`src/rtl/pwm_pkg.sv`:
```
// Shared encodings and sizing helpers for the multi-channel PWM generator.
package pwm_pkg;

  typedef enum logic {
    PWM_EDGE   = 1'b0,
    PWM_CENTER = 1'b1
  } pwm_mode_e;

  typedef enum logic {
    DIR_UP   = 1'b0,
    DIR_DOWN = 1'b1
  } pwm_dir_e;

  function automatic int pwm_max(input int r);
    return (1 << r) - 1;
  endfunction

  function automatic int pwm_idx_w(input int ch);
    return (ch > 1) ? $clog2(ch) : 1;
  endfunction

endpackage

```
`src/rtl/pwm_prescaler.sv`:
```
// Clock divider: emits a one-clock tick every prescale+1 enabled clocks.
module pwm_prescaler #(
  parameter int PRE_W = 4
) (
  input  logic             clk,
  input  logic             rst_n,
  input  logic             enable,
  input  logic [PRE_W-1:0] prescale,
  output logic             tick
);

  logic [PRE_W-1:0] pcnt;

  // >= rather than == so that lowering prescale mid-count still ticks next cycle
  assign tick = enable && (pcnt >= prescale);

  always_ff @(posedge clk or negedge rst_n) begin
    if (!rst_n) begin
      pcnt <= '0;
    end else if (!enable || tick) begin
      pcnt <= '0;
    end else begin
      pcnt <= pcnt + 1'b1;
    end
  end

endmodule

```
`src/rtl/pwm_multi_channel.sv`:
```
// Multi-channel PWM: shared prescaler and period counter, per-channel
// double-buffered duty, edge/center alignment and per-channel polarity.
module pwm_multi_channel
  import pwm_pkg::*;
#(
  parameter  int CH    = 4,
  parameter  int R     = 8,
  parameter  int PRE_W = 4,
  localparam int IDX_W = pwm_idx_w(CH)
) (
  input  logic             clk,
  input  logic             rst_n,
  input  logic             enable,
  input  logic [PRE_W-1:0] prescale,
  input  logic             mode,
  input  logic             duty_wr,
  input  logic [IDX_W-1:0] duty_ch,
  input  logic [R:0]       duty_data,
  input  logic [CH-1:0]    polarity,
  output logic [CH-1:0]    pwm_out,
  output logic             period_tick
);

  localparam logic [R-1:0] CNT_MAX = R'(pwm_max(R));

  logic            tick;
  logic [R-1:0]    cnt;
  pwm_dir_e        dir;
  pwm_mode_e       active_mode;
  logic [R:0]      pending_duty [CH];
  logic [R:0]      active_duty  [CH];
  logic            boundary;
  logic            bnd_q;
  logic [CH-1:0]   raw;

  pwm_prescaler #(.PRE_W(PRE_W)) u_prescaler (
    .clk      (clk),
    .rst_n    (rst_n),
    .enable   (enable),
    .prescale (prescale),
    .tick     (tick)
  );

  // The tick that reloads cnt with 0 starts a new period
  assign boundary = tick && ((active_mode == PWM_EDGE) ? (cnt == CNT_MAX)
                                                       : (dir == DIR_DOWN && cnt == R'(1)));

  always_ff @(posedge clk or negedge rst_n) begin
    if (!rst_n) begin
      cnt         <= '0;
      dir         <= DIR_UP;
      active_mode <= PWM_EDGE;
    end else if (tick) begin
      if (boundary) begin
        cnt         <= '0;
        dir         <= DIR_UP;
        active_mode <= pwm_mode_e'(mode);
      end else if (active_mode == PWM_EDGE) begin
        cnt <= cnt + 1'b1;
      end else if (dir == DIR_UP) begin
        cnt <= cnt + 1'b1;
        if (cnt == CNT_MAX - 1'b1) dir <= DIR_DOWN;
      end else begin
        cnt <= cnt - 1'b1;
      end
    end
  end

  // Boundary copy uses the pre-edge pending value, so a same-cycle write lands one period later
  always_ff @(posedge clk or negedge rst_n) begin
    if (!rst_n) begin
      for (int i = 0; i < CH; i++) begin
        pending_duty[i] <= '0;
        active_duty[i]  <= '0;
      end
    end else begin
      for (int i = 0; i < CH; i++) begin
        if (duty_wr && duty_ch == IDX_W'(i)) pending_duty[i] <= duty_data;
        if (boundary) active_duty[i] <= pending_duty[i];
      end
    end
  end

  for (genvar g = 0; g < CH; g++) begin : g_cmp
    assign raw[g] = ({1'b0, cnt} < active_duty[g]);
  end

  // period_tick lags the boundary by one extra clock to line up with pwm_out showing cnt = 0
  always_ff @(posedge clk or negedge rst_n) begin
    if (!rst_n) begin
      bnd_q       <= 1'b0;
      period_tick <= 1'b0;
      pwm_out     <= '0;
    end else begin
      bnd_q       <= boundary;
      period_tick <= bnd_q && enable;
      pwm_out     <= enable ? (raw ^ polarity) : polarity;
    end
  end

endmodule

```
`config.mk`:
```
export PLATFORM = sky130hd
export DESIGN_NAME = pwm_multi_channel
export DESIGN_NICKNAME = d
export VERILOG_FILES = /design/src/rtl/pwm_pkg.sv /design/src/rtl/pwm_prescaler.sv /design/src/rtl/pwm_multi_channel.sv
export SDC_FILE = /design/constraint.sdc
export NUM_CORES = 1
export LEC_CHECK = 0
export BUFFER_PORTS_ARGS = -buffer_cell sky130_fd_sc_hd__buf_2
export CAP_MARGIN = 10
export CELL_PAD_IN_SITES_DETAIL_PLACEMENT = 0
export CELL_PAD_IN_SITES_GLOBAL_PLACEMENT = 1
export CORE_MARGIN = 10
export CORE_UTILIZATION = 45
export DETAILED_ROUTE_END_ITERATION = 10
export GPL_TIMING_DRIVEN = 0
export PLACE_DENSITY = 0.72
export SLEW_MARGIN = 40
export SYNTH_ARGS = -nofsm -noshare
export SYNTH_HDL_FRONTEND = slang
export SYNTH_SLANG_ARGS = --single-unit
```
`constraint.sdc`:
```
create_clock -name clk -period 2.1 [get_ports clk]
set_input_delay 0.105 -clock clk [delete_from_list [all_inputs] [get_ports clk]]
set_output_delay 0.105 -clock clk [all_outputs]
set_load 0.02 [all_outputs]
```
# After elaboration in Yosys (flattened, before gate mapping)
# Cells that the tools add are included.
dict set report totals {
  regBits 92
  inputBits 24
  elab_cells 54
}
dict set report classes {
  n_addsub 3
  order_cmp 5
  n_eq_ne 6
  n_mux 10
  bitwise_logic 1
  reduce_logical 14
}
# cell n
set op_table {}
lappend op_table {{$lt A8 B9 Y1} 4}
lappend op_table {{$mux W8} 3}
lappend op_table {{$eq A8 B8 Y1 const B} 2}
lappend op_table {{$add A8 B1 Y8 const B} 1}
lappend op_table {{$eq A8 B1 Y1 const B} 1}
lappend op_table {{$logic_and A1 B1 Y1} 8}
lappend op_table {{$mux W4} 2}
lappend op_table {{$sub A8 B1 Y8 const B} 1}
lappend op_table {{$mux W1} 5}
lappend op_table {{$add A4 B1 Y4 const B} 1}
lappend op_table {{$eq A2 B2 Y1 const B} 2}
lappend op_table {{$ge A4 B4 Y1} 1}
lappend op_table {{$reduce_and A2 Y1} 2}
lappend op_table {{$xor A4 B4 Y4} 1}
lappend op_table {{$eq A2 B1 Y1 const B} 1}
lappend op_table {{$logic_not A2 Y1} 1}
lappend op_table {{$reduce_bool A2 Y1} 1}
lappend op_table {{$logic_not A1 Y1} 1}
lappend op_table {{$logic_or A1 B1 Y1} 1}

# Logic depth before layout (Yosys ltp)
dict set report depth {
  ltp_word 6
  ltp_mapped 9
  mapped_depth_nobuf 7
}

# Modules after synthesis
# From an unflattened synthesis, not the netlist that was laid out.
dict set report unflattened {
  cells_unflattened 447
  area_unflattened_um2 4888.4
}
# mod instances cells_each area_each_um2 seq_area_each_um2
set by_module_without_submodules {}
lappend by_module_without_submodules {pwm_multi_channel 1 420 4618.2 2202.1}
lappend by_module_without_submodules {pwm_prescaler 1 27 270.3 100.1}

# Worst setup path before layout
# No wires, ideal clock.
dict set report synth_path {
  path_kind {register to register}
  start {register cnt[2]}
  end {register active_duty[15] (netlist bit)}
  setup_ps 125
  t_arrival_ps 1991
  path_slack_ps -16
  path_stages_with_launch 9
  n_path_buf 3
  period_less_slack_ps 2116
  path_cell_list {dfrtp_1 > buf_4 > nor4_4 > and4b_1 > a31oi_4 > nor2_4 > buf_6 > buf_12 > mux2_4}
}
dict set report synth_via {
  elab_chain_cells 4
}
# item line_no
set synth_lines {}
lappend synth_lines {{from (decl)} pwm_multi_channel.sv:27} ;# logic [R-1:0] cnt;
lappend synth_lines {{from (signal assigned)} pwm_multi_channel.sv:59} ;# cnt <= cnt + 1'b1;
lappend synth_lines {{from (signal assigned)} pwm_multi_channel.sv:61} ;# cnt <= cnt + 1'b1;
lappend synth_lines {{from (signal assigned)} pwm_multi_channel.sv:64} ;# cnt <= cnt - 1'b1;
lappend synth_lines {{$eq A8 B1 Y1} pwm_multi_channel.sv:46} ;# : (dir == DIR_DOWN && cnt == R'(1)));
lappend synth_lines {{$logic_and A1 B1 Y1} pwm_multi_channel.sv:46}
lappend synth_lines {{$mux W1 *} pwm_multi_channel.sv:45} ;# assign boundary = tick && ((active_mode == PWM_EDGE) ? (cnt == CNT_MAX)
lappend synth_lines {{$logic_and A1 B1 Y1 *} pwm_multi_channel.sv:45}
lappend synth_lines {{to (signal, indexed assignment)} pwm_multi_channel.sv:79} ;# if (boundary) active_duty[i] <= pending_duty[i];
lappend synth_lines {{to (decl)} pwm_multi_channel.sv:31} ;# logic [R:0] active_duty [CH];
# Mark *: on every way between the ends. The rest lies on a longest branch, timed or not.
# A chain may end at the register's enable or synchronous reset.

# Worst setup path after layout
dict set report layout_path {
  start {register u_prescaler.pcnt[2]}
  end {register active_duty[16] (netlist bit)}
}
dict set report layout_via {
  elab_chain_cells 3
}
# item line_no
set layout_lines {}
lappend layout_lines {{from (decl)} pwm_prescaler.sv:12} ;# logic [PRE_W-1:0] pcnt;
lappend layout_lines {{from (signal assigned)} pwm_prescaler.sv:23} ;# pcnt <= pcnt + 1'b1;
lappend layout_lines {{$ge A4 B4 Y1} pwm_prescaler.sv:15} ;# assign tick = enable && (pcnt >= prescale);
lappend layout_lines {{$logic_and A1 B1 Y1} pwm_prescaler.sv:15}
lappend layout_lines {{$logic_and A1 B1 Y1} pwm_multi_channel.sv:45}
# No other way between the ends.

==> impl_metrics.ini <==
[clocking]
tritoncts = built
clock_path_buffers = 2
clock_latency_ns = 0.36
clkSinkCount = 92
cts-htree-levels = 3
clkTransAtPathRegs_ns = 0.09
cts_inserted_buffers = 9
cts_root_buf = clkbuf_8

[route]
vias_per_cell = 5.27
antenna_left = 0
wl_um = 10200
vias = 3198
wire_per_inst_um = 16.8
drtPass1Iterations = 4
drt-initial-drc-count = 114
remaining_drc_errors = 0

[power_and_ir_drop]
pwr-share-seq_pct = 46.9
sw_frac_of_total_pct = 33.7
p_total_mw = 4.63
p_per_area_mw_per_mm2 = 818
vdd_drop_max_mv = 0.490
power.leakage_nw = 2.53
share_comb_of_total_power_pct = 30.2
p_sw_mw = 1.56
clkPwrFrac_pct = 22.9
p_int_mw = 3.07

[status]
violations = negative setup slack
status = finished with violations

[setup_path]
cp_max_fo = 7
rr_worst_depth = 8
cp_cell_sequence = ha_4 > o21a_1 > nor2_1 > a211o_1 > nor2_4 > buf_8 > buf_8 > mux2_4
r2r_end = active_duty[16]$_DFFE_PN0N_
crit_top_cell = buf_8
max_stage_delay_ns = 0.43
required_ns = 2.34
r2r_setup_slack_ns = -0.007
startpoint_type = flip-flop
crit_arrival_ns = 2.35
crit_type = flip-flop to flip-flop
end_kind = flip-flop
cp_num_buf_inv = 2
r2r-start = u_prescaler.pcnt[2]$_DFF_PN0_
critPathSlowestCell = dfrtp_1
critPathLaunch = u_prescaler.pcnt[2]$_DFF_PN0_
cp_top_family = compound AO/OA/AOI/OAI gates

[yosys]
syn_area_per_cell_sq_um = 11.9
syn-instance-count = 399
synth_cell_types = 50
synth-edff-count = 0
yosys_warnings = 0
synth_nets = 460
synth-seq-cells = 92
synth_seq_area_share_pct = 48.3
synth_area_sq_mm = 0.00476
async_flop_share_pct = 100
synth_flop_cell = dfrtp_1

[global_route]
antenna_found_initial = 0
first_global_vias = 3315
grt_max_degree = 59
grt_usage_pct = 14.3
grt_first_pass_wirelength_um = 16800
grt.overflow.total = 0

[timing]
clock.fmax_mhz = 475
finalSetupViolCount = 2
finalClockSkew_ns = 0.0107
slew_headroom_pct = 55.6
min_period_ns = 2.11
maxSlewViolCount = 0
fin_crit_sh_pct = 100
finalHoldViolations = 0
rsz0062_at_grt = true
fin_ws_ns = -0.00714
setup_tns_ns = -0.0134
worst_pin_slew_ns = 0.664

[finish]
final_core_util_pct = 54.8
layout_common_cells = dfrtp_1, mux2_2, inv_1
diodes = 0
drive_above_1_share_pct = 34.4
syn_to_final_growth_pct = 18.8
final_nets = 527
layout_commonest_cell = dfrtp_1
nFillCells = 928

[die]
start_util_pct = 46.1
ios = 29
fp.dieW_um = 123
fp.dieArea_sq_mm = 0.0151
core_sq_mm = 0.0103
rows = 37
die_height_um = 123

[flow_run]
drv_cap = 0

[place]
dp_hpwl_um = 7100
io_buffers = 28
pre_cts_slack_ns = -0.422
gp_congestion = 0.840

[hold_path]
hold_start = duty_data[2]
holdPathEnd = pending_duty[29]$_DFFE_PN0P_
holdPathStages = 2
worstHoldPathType = input port to flip-flop
[kinds of logic after synthesis]
group	share of synthesized area [%]
XOR/XNOR	1.29
multiplexers	18.3
adder cells (fa/ha/maj)	9.72
AO/OA/AOI/OAI	8.57
buffers and inverters	5.31
AND/OR/NAND/NOR	8.51
flip-flops	48.3
[final cells by class]
class	instances	area (sq um)	area share (%)
repair buffers	60	445	7.87
inverters	42	158	2.79
clock buffers	11	131	2.32
clock inverters	5	36.3	0.641
multi-input cells	252	2320	41.1
flip-flops and latches	92	2310	40.9
well taps	136	170	3.01
plain buffers	9	82.6	1.46
[worst register-to-register path: stages, from the launching register on]
cell and delay, ns:
dfrtp_1 0.43, ha_4 0.28, o21a_1 0.10, nor2_1 0.05, a211o_1 0.36, nor2_4 0.17, buf_8 0.15, buf_8 0.15
mux2_4 0.31
[power groups by stage]
stage / logic, mW / registers [mW] / clock network, mW
3_3_place_gp: 1.23 / 2.22 / 0
6_report: 1.40 / 2.17 / 1.06
2_1_floorplan: 0.860 / 2.21 / 0
5_1_grt: 1.58 / 2.20 / 1.17
4_1_cts: 1.39 / 2.16 / 1.09
3_5_place_dp: 1.25 / 2.23 / 0
[how the worst max path moves through the flow]
stage                                             end  slack (ns)  depth (start not counted)
after floorplan           active_duty[15]$_DFFE_PN0N_       -0.01                          8
after global placement    active_duty[16]$_DFFE_PN0N_       -0.42                          8
after detailed placement  active_duty[25]$_DFFE_PN0N_       -0.42                          8
after CTS                 active_duty[21]$_DFFE_PN0N_       -0.04                          8
after global routing      active_duty[24]$_DFFE_PN0N_       -0.10                          8
final                     active_duty[16]$_DFFE_PN0N_      -0.007                          8
[registers in the layout (all words and copies together), names as in the netlist]
name	flops
active_duty	36
dir	1
u_prescaler.pcnt	4
pwm_out	4
cnt	8
period_tick	1
pending_duty	36
bnd_q	1
active_mode	1
[metrics by stage]
step,instances,hold WS [ns],cell area [sq um]
3_3_place_gp,563,0.295,5080
5_1_grt,607,0.00359,5660
4_1_cts,604,0.00564,5560
3_5_place_dp,564,0.113,5100
2_1_floorplan,399,-0.191,4770
6_report,607,0.0186,5660
[Yosys cell counts, types with 2 or more instances]
master	count	area share (%)
and3_1	2	0.26
nand4_1	4	0.53
xor2_1	3	0.55
o31ai_1	5	0.79
a21o_1	2	0.32
buf_6	2	0.47
a32oi_1	2	0.37
clkbuf_1	6	0.47
xnor2_1	4	0.74
dfrtp_1	92	48
buf_4	4	0.63
a21oi_1	22	2.3
nand2b_1	2	0.26
nand2_1	16	1.3
inv_1	42	3.3
nand3_1	13	1.4
and4_1	2	0.37
o21ai_0	12	1.3
nor2b_1	4	0.53
nor3_1	4	0.42
o211ai_1	6	0.95
nor2_1	11	0.87
and2_1	3	0.39
o21a_1	2	0.32
ha_1	37	9.7
mux2_4	10	3.2
nand3b_1	2	0.32
mux2_2	63	15
[metal layers]
| metal | wire, um | part of all wire, % | GRT usage, % | vias to the layer above |
|---|---|---|---|---|
| li1 | - | - | - | 1548 |
| met2 | 4870 | 48 | 22.9 | 35 |
| met5 | 0 | 0 | 0 | - |
| met4 | 112 | 1.1 | 5.15 | 0 |
| met1 | 4960 | 49 | 18.9 | 1605 |
| met3 | 272 | 2.7 | 2.75 | 10 |
[timing repair]
item / 4_1_cts / 5_1_grt
gates resized for setup: 22 / 27
setup buffers: 22 / 5
gates cloned: 1 / 0
hold buffers: 6 / 0
setup endpoints to repair: 38 / 42
endpoints found under the hold margin: 62 / 0
pin swaps: 5 / 5
Note: power is estimated with default switching activity, not from simulation.
